`src/rtl/bp_fe_ras_ckpt_pkg.sv`:
```
// Shared types for the FE return-address stack: checkpoint struct macros,
// width helper and the per-cycle operation decode.
`ifndef BP_FE_RAS_CKPT_PKG_SV
`define BP_FE_RAS_CKPT_PKG_SV

`define DECLARE_BP_FE_RAS_CKPT_S(idx_width, eaddr_width) \
    typedef struct packed { \
        logic [(idx_width)-1:0]   tos; \
        logic [(idx_width):0]     count; \
        logic [(eaddr_width)-1:0] top; \
    } bp_fe_ras_ckpt_s

`define BP_FE_RAS_CKPT_WIDTH(idx_width, eaddr_width) \
    ((idx_width) + (idx_width) + 1 + (eaddr_width))

package bp_fe_ras_ckpt_pkg;

    typedef enum logic [2:0] {
        RAS_IDLE,
        RAS_RESTORE,
        RAS_REPLACE,
        RAS_PUSH,
        RAS_POP
    } ras_op_e;

    function automatic int unsigned ras_ckpt_width(input int unsigned idx_w,
                                                   input int unsigned eaddr_w);
        return idx_w + idx_w + 1 + eaddr_w;
    endfunction

endpackage

`endif

```
`src/rtl/bp_fe_ras_ckpt_if.sv`:
```
// Request/response bundle between the PC generator (master) and the RAS (slave).
interface bp_fe_ras_ckpt_if
    import bp_fe_ras_ckpt_pkg::*;
#(
    parameter int unsigned ras_idx_width_p = 4,
    parameter int unsigned eaddr_width_p   = 39
);
    localparam int unsigned ckpt_width_lp = ras_ckpt_width(ras_idx_width_p, eaddr_width_p);

    logic                     push;
    logic [eaddr_width_p-1:0] push_addr;
    logic                     pop;
    logic                     restore;
    logic [ckpt_width_lp-1:0] restore_ckpt;
    logic [eaddr_width_p-1:0] data;
    logic                     v;
    logic [ckpt_width_lp-1:0] ckpt;
    logic                     overflow;

    modport master (
        output push, push_addr, pop, restore, restore_ckpt,
        input  data, v, ckpt, overflow
    );

    modport slave (
        input  push, push_addr, pop, restore, restore_ckpt,
        output data, v, ckpt, overflow
    );
endinterface

```
`src/rtl/bp_fe_ras_mem.sv`:
```
// RAS storage: one synchronous write port, one asynchronous read port; not reset.
module bp_fe_ras_mem #(
    parameter int unsigned els_p       = 16,
    parameter int unsigned idx_width_p = 4,
    parameter int unsigned width_p     = 39
) (
    input  logic                   clk_i,
    input  logic                   w_v_i,
    input  logic [idx_width_p-1:0] w_addr_i,
    input  logic [width_p-1:0]     w_data_i,
    input  logic [idx_width_p-1:0] r_addr_i,
    output logic [width_p-1:0]     r_data_o
);
    logic [width_p-1:0] mem_q [els_p];

    always_ff @(posedge clk_i) begin
        if (w_v_i) begin
            mem_q[w_addr_i] <= w_data_i;
        end
    end

    assign r_data_o = mem_q[r_addr_i];
endmodule

```
`src/rtl/bp_fe_ras_ckpt.sv`:
```
// Circular return-address stack with checkpoint export/restore for the FE PC generator.
module bp_fe_ras_ckpt
    import bp_fe_ras_ckpt_pkg::*;
#(
    parameter int unsigned ras_idx_width_p = 4,
    parameter int unsigned eaddr_width_p   = 39
) (
    input  logic                  clk_i,
    input  logic                  reset_n_i,
    bp_fe_ras_ckpt_if.slave       ras_if
);
    localparam int unsigned els_lp  = 1 << ras_idx_width_p;
    localparam int unsigned cnt_w_lp = ras_idx_width_p + 1;

    `DECLARE_BP_FE_RAS_CKPT_S(ras_idx_width_p, eaddr_width_p);

    logic [ras_idx_width_p-1:0] tos_q, tos_d;
    logic [cnt_w_lp-1:0]        count_q, count_d;
    logic                       w_v;
    logic [ras_idx_width_p-1:0] w_addr;
    logic [eaddr_width_p-1:0]   w_data;
    logic [eaddr_width_p-1:0]   top_data;
    logic                       empty, full;
    bp_fe_ras_ckpt_s            rck;
    ras_op_e                    op;

    assign rck   = ras_if.restore_ckpt;
    assign empty = (count_q == '0);
    assign full  = (count_q == cnt_w_lp'(els_lp));

    // Push+pop on an empty stack has no top to replace, so it degrades to a push.
    always_comb begin
        op = RAS_IDLE;
        if (ras_if.restore)                                 op = RAS_RESTORE;
        else if (ras_if.push && ras_if.pop && !empty)       op = RAS_REPLACE;
        else if (ras_if.push)                               op = RAS_PUSH;
        else if (ras_if.pop && !empty)                      op = RAS_POP;
    end

    always_comb begin
        tos_d   = tos_q;
        count_d = count_q;
        w_v     = 1'b0;
        w_addr  = tos_q;
        w_data  = ras_if.push_addr;
        unique case (op)
            RAS_RESTORE: begin
                tos_d   = rck.tos;
                count_d = rck.count;
                w_v     = 1'b1;
                w_addr  = rck.tos;
                w_data  = rck.top;
            end
            RAS_REPLACE: w_v = 1'b1;
            RAS_PUSH: begin
                tos_d   = tos_q + 1'b1;
                count_d = full ? count_q : count_q + 1'b1;
                w_v     = 1'b1;
                w_addr  = tos_q + 1'b1;
            end
            RAS_POP: begin
                tos_d   = tos_q - 1'b1;
                count_d = count_q - 1'b1;
            end
            default: ;
        endcase
    end

    always_ff @(posedge clk_i or negedge reset_n_i) begin
        if (!reset_n_i) begin
            tos_q   <= '0;
            count_q <= '0;
        end else begin
            tos_q   <= tos_d;
            count_q <= count_d;
        end
    end

    bp_fe_ras_mem #(
        .els_p       (els_lp),
        .idx_width_p (ras_idx_width_p),
        .width_p     (eaddr_width_p)
    ) u_mem (
        .clk_i    (clk_i),
        .w_v_i    (w_v),
        .w_addr_i (w_addr),
        .w_data_i (w_data),
        .r_addr_i (tos_q),
        .r_data_o (top_data)
    );

    assign ras_if.v        = !empty;
    assign ras_if.data     = empty ? '0 : top_data;
    assign ras_if.ckpt     = {tos_q, count_q, top_data};
    assign ras_if.overflow = ras_if.push & ~ras_if.pop & ~ras_if.restore & full;
endmodule

```
`src/flat_wrapper.sv`:
```
// flat-port wrapper written by rule: the top's interface ports become plain ports
module bp_fe_ras_ckpt_flat import bp_fe_ras_ckpt_pkg::*;
#(
    parameter int unsigned ras_idx_width_p = 4,
    parameter int unsigned eaddr_width_p   = 39
)
  (clk_i, reset_n_i, ras_if_push, ras_if_push_addr, ras_if_pop, ras_if_restore, ras_if_restore_ckpt, ras_if_data, ras_if_v, ras_if_ckpt, ras_if_overflow);
  bp_fe_ras_ckpt_if #(.ras_idx_width_p(ras_idx_width_p), .eaddr_width_p(eaddr_width_p)) ras_if_i ();
  input  logic clk_i;
  input  logic reset_n_i;
  input wire logic [$bits(ras_if_i.push)-1:0] ras_if_push;
  input wire logic [$bits(ras_if_i.push_addr)-1:0] ras_if_push_addr;
  input wire logic [$bits(ras_if_i.pop)-1:0] ras_if_pop;
  input wire logic [$bits(ras_if_i.restore)-1:0] ras_if_restore;
  input wire logic [$bits(ras_if_i.restore_ckpt)-1:0] ras_if_restore_ckpt;
  output wire logic [$bits(ras_if_i.data)-1:0] ras_if_data;
  output wire logic [$bits(ras_if_i.v)-1:0] ras_if_v;
  output wire logic [$bits(ras_if_i.ckpt)-1:0] ras_if_ckpt;
  output wire logic [$bits(ras_if_i.overflow)-1:0] ras_if_overflow;
  assign ras_if_i.push = ras_if_push;
  assign ras_if_i.push_addr = ras_if_push_addr;
  assign ras_if_i.pop = ras_if_pop;
  assign ras_if_i.restore = ras_if_restore;
  assign ras_if_i.restore_ckpt = ras_if_restore_ckpt;
  assign ras_if_data = ras_if_i.data;
  assign ras_if_v = ras_if_i.v;
  assign ras_if_ckpt = ras_if_i.ckpt;
  assign ras_if_overflow = ras_if_i.overflow;
  bp_fe_ras_ckpt #(.ras_idx_width_p(ras_idx_width_p), .eaddr_width_p(eaddr_width_p)) u_core (.clk_i(clk_i), .reset_n_i(reset_n_i), .ras_if(ras_if_i));
endmodule
```
`config.mk`:
```
export PLATFORM = sky130hd
export DESIGN_NAME = bp_fe_ras_ckpt_flat
export DESIGN_NICKNAME = d
export VERILOG_FILES = /design/src/rtl/bp_fe_ras_ckpt_pkg.sv /design/src/rtl/bp_fe_ras_ckpt_if.sv /design/src/rtl/bp_fe_ras_mem.sv /design/src/rtl/bp_fe_ras_ckpt.sv /design/src/flat_wrapper.sv
export SDC_FILE = /design/constraint.sdc
export NUM_CORES = 1
export LEC_CHECK = 0
export CORE_UTILIZATION = 25
export DETAILED_ROUTE_END_ITERATION = 16
export GPL_TIMING_DRIVEN = 0
export PLACE_DENSITY = 0.39
export REMOVE_ABC_BUFFERS = 1
export SYNTH_ARGS = -nofsm -noshare
export SYNTH_HDL_FRONTEND = slang
export SYNTH_SLANG_ARGS = --single-unit
```
`constraint.sdc`:
```
create_clock -name clk_i -period 8.9 [get_ports clk_i]
set_clock_uncertainty 0.15 [all_clocks]
set_input_delay 1.335 -clock clk_i [delete_from_list [all_inputs] [get_ports clk_i]]
set_output_delay 1.335 -clock clk_i [all_outputs]
set_load 0.05 [all_outputs]
```
==> reports/summary.txt <==
RSZ-0062 raised after global routing - false
crit end category - output pin
clk_lat worst skew - 600 ps
Reg power frac - 42.1%
residual DRC count - 0
CTS Buf Count - 72
largest net degree at the start of global routing - 47
Worst IR Drop VDD - 0.122 mV
type of the worst setup path - reg2out
post-CTS setup buffer count - 0
HPWL Detailed - 42.7 mm
Setup TNS - 0 ps
Die Height - 320 um
Die Area - 102000 sq um
met3 Use GR - 2.24%
Routed Antenna Nets - 0
CTS tree - done
switching power - 2.48 mW
area of the core - 100000 sq um
diode count - 0
FFs w/ async S/R, synth - 1.42%
Avg Vias per Cell - 4.49
Critical Path, Cell by Cell - buf_16 -> buf_16 -> buf_12 -> mux4_2 -> mux4_2 -> nor2b_1 -> clkdlybuf4s50_1
logic gate share of total power - 24.7%
Internal Pwr Total - 5.84 mW
Final setup viols - 0
critical path's top delay family - buffers and inverters
filler cell count - 9567
CP Max Fanout - 38
crit share post-route - 63.4%
register area share after synthesis - 75.1%
clock network fraction of total power - 33.2%
Cell Count Post-Placement - 2591
vias - 12200
cts repair resizes - 0
die width - 320 um
slew margin rel. - 39.8%
Synth Register Bits - 633
Worst-Margin Slew - 899 ps
fin crit period - 5640 ps
post-synthesis cell count - 1102
fin nets - 1465
yosys warns - 0
CTS sink count - 633
switching share of power - 29.8%
mapped cell area - 25300 sq um
GRT Total Usage - 13.2%
drt first pass iters - 4
CTS root buf - clkbuf_16
hold crit path type - reg2reg
Hold Buf Count CTS - 0
Post-Route WL - 67.2 mm
Post-synth EDFFs - 624
Starting Density - 25.2%
met2 Usage GRT - 21.4%
I/O Buffers - 180
Final Hold Vio Count - 0
vias in the first global route - 13000
Largest stage delay, worst path - 700 ps
Routability Congestion - 0.703
antenna violations before repair - 1
final cell count without fillers - 2720
first-pass GRT wire length - 96.2 mm
clk buf depth - 3
mean post-synth cell area - 22.9 sq um
Critical Path Start Type - register
global routing's busiest layer - met2
Layout area overhead - 26.7%
WHS - 462 ps
initial DRC count - 697
Max Slew Vio Count - 0
outcome - complete, no violations
CP arrival - 4150 ps
leakage - 9.95 nW
GR Overflow Total - 0
Primary FF master, synth - edfxtp_1
Worst-path clk slew - 60 ps
WP buf/inv - 4
achievable frequency - 0.177 GHz
Distinct cells, synth - 58
layout cells sized above 1 - 30.5%
row cnt - 116
CP required - 7410 ps
GRT met1 Usage - 18.4%
max-cap violation count - 0
Worst path slowest cell - clkdlybuf4s50_1
Pwr Density - 260 nW/um^2
Avg WL per Cell - 24.7 um
IO Pins - 181
CTS H-tree depth - 3
==> routing by layer <==
metal  wire length, um  share of wire (%)
met1             31200                 46
met2             32300                 48
met3              2650                3.9
met4              1030                1.5
met5                13              0.019
==> power groups by stage <==
stage | clock network [mW] | registers [mW] | logic [mW]
6_report | 2.76 | 3.50 | 2.05
5_1_grt | 2.95 | 3.52 | 2.17
3_5_place_dp | 0 | 3.57 | 2.10
3_3_place_gp | 0 | 3.75 | 2.06
4_1_cts | 2.85 | 3.51 | 2.11
2_1_floorplan | 0 | 3.66 | 1.32
==> path summary, 6_finish.rpt <==
check / cells past startpoint / to / slack (ps) / start
worst max-delay path: 7 / ras_if_data[28] / 3260 / u_core.tos_q[0]$_DFFE_PN0P_
worst max register to register: 9 / u_core.u_mem.mem_q[7][12]$_DFFE_PP_ / 4980 / u_core.tos_q[0]$_DFFE_PN0P_
min in group asynchronous: 1 / u_core.tos_q[1]$_DFFE_PN0P_ / 920 / reset_n_i
max in group asynchronous: 1 / u_core.tos_q[0]$_DFFE_PN0P_ / 7280 / reset_n_i
worst min register to register: 2 / u_core.count_q[2]$_DFFE_PN0P_ / 460 / u_core.count_q[2]$_DFFE_PN0P_
worst min-delay path: 2 / u_core.count_q[2]$_DFFE_PN0P_ / 460 / u_core.count_q[2]$_DFFE_PN0P_
==> synthesized netlist by cell type, types with 3 or more instances <==
| master | number | area share, % |
|---|---|---|
| buf_2 | 24 | 0.48 |
| edfxtp_1 | 624 | 74 |
| nand2_1 | 17 | 0.25 |
| mux2_2 | 39 | 1.7 |
| mux4_2 | 195 | 17 |
| mux2i_1 | 5 | 0.20 |
| o21ai_0 | 6 | 0.12 |
| nor2b_1 | 42 | 1.0 |
| a21oi_1 | 9 | 0.18 |
| a31oi_1 | 4 | 0.099 |
| nor2_1 | 16 | 0.24 |
| ha_1 | 5 | 0.25 |
| inv_1 | 9 | 0.13 |
| nor3_1 | 6 | 0.12 |
| buf_1 | 8 | 0.12 |
| dfrtp_1 | 9 | 0.89 |
| nand2b_1 | 4 | 0.099 |
| nor2_2 | 3 | 0.074 |
| xnor2_1 | 6 | 0.21 |
| clkbuf_1 | 27 | 0.40 |
==> final cells by class <==
type | count | area (sq um) | share of cell area [%]
multi-input combinational | 399 | 6100 | 19.1
inverter | 10 | 40.0 | 0.125
timing repair buffer | 251 | 3080 | 9.64
clock buffer | 94 | 1880 | 5.89
sequential | 633 | 19000 | 59.3
tap | 1298 | 1620 | 5.08
clock inverter | 35 | 285 | 0.892
==> flip-flops by register name, indices dropped and copies added (netlist names) <==
signal and count:
u_core.count_q 5, u_core.tos_q 4, u_core.u_mem.mem_q 624
==> kinds of logic after synthesis <==
logic type / after synthesis / share of synthesized area (%)
xor+xnor: 7 / 0.243
mux: 239 / 19.3
simple gates: 99 / 2.21
buf+inv: 70 / 1.19
fa+ha+maj: 6 / 0.327
flops: 633 / 75.1
compound gates: 48 / 1.60
==> worst reg2reg max path, cell delays in order (launching register included) <==
cell and delay (ps):
dfrtp_4 610, buf_16 270, ha_1 330, nor2b_1 180, a2111o_1 420, o211ai_1 160, nand2_1 250, nor3b_2 800
buf_6 260, buf_6 180
==> through the flow <==
| step | instance area [sq um] | utilization (%) | power (mW) | setup slack [ps] |
|---|---|---|---|---|
| 3_3_place_gp | 28400 | 28.4 | 5.80 | -11520 |
| 2_1_floorplan | 25000 | - | 4.99 | -2380 |
| 5_1_grt | 32000 | 31.9 | 8.64 | 3000 |
| 4_1_cts | 32000 | 31.9 | 8.46 | 3060 |
| 6_report | 32000 | 31.9 | 8.32 | 3260 |
| 3_5_place_dp | 29800 | 29.8 | 5.67 | 3720 |
==> placed cells by master (no fill, tap or decap), types with 2 or more instances in the layout <==
master / n
edfxtp_1: 624
mux4_2: 195
clkdlybuf4s50_1: 179
clkbuf_16: 72
nor2b_1: 42
mux2_2: 39
buf_6: 27
clkbuf_1: 22
buf_16: 20
nand2_1: 17
clkinv_1: 16
buf_12: 14
nor2_4: 11
buf_8: 10
a21oi_1: 9
inv_1: 8
nor2_1: 7
clkinv_2: 7
o21ai_0: 6
xnor2_1: 6
dfrtp_1: 6
mux2i_1: 5
ha_1: 5
inv_6: 5
a31oi_1: 4
nand2b_1: 4
nor3_2: 4
clkinv_8: 3
bufinv_16: 3
dfrtp_4: 3
o21ai_2: 2
nor3_1: 2
nand4b_1: 2
o211ai_1: 2
o21ai_1: 2
a21o_1: 2
Note: power is estimated with default switching activity, not from simulation.
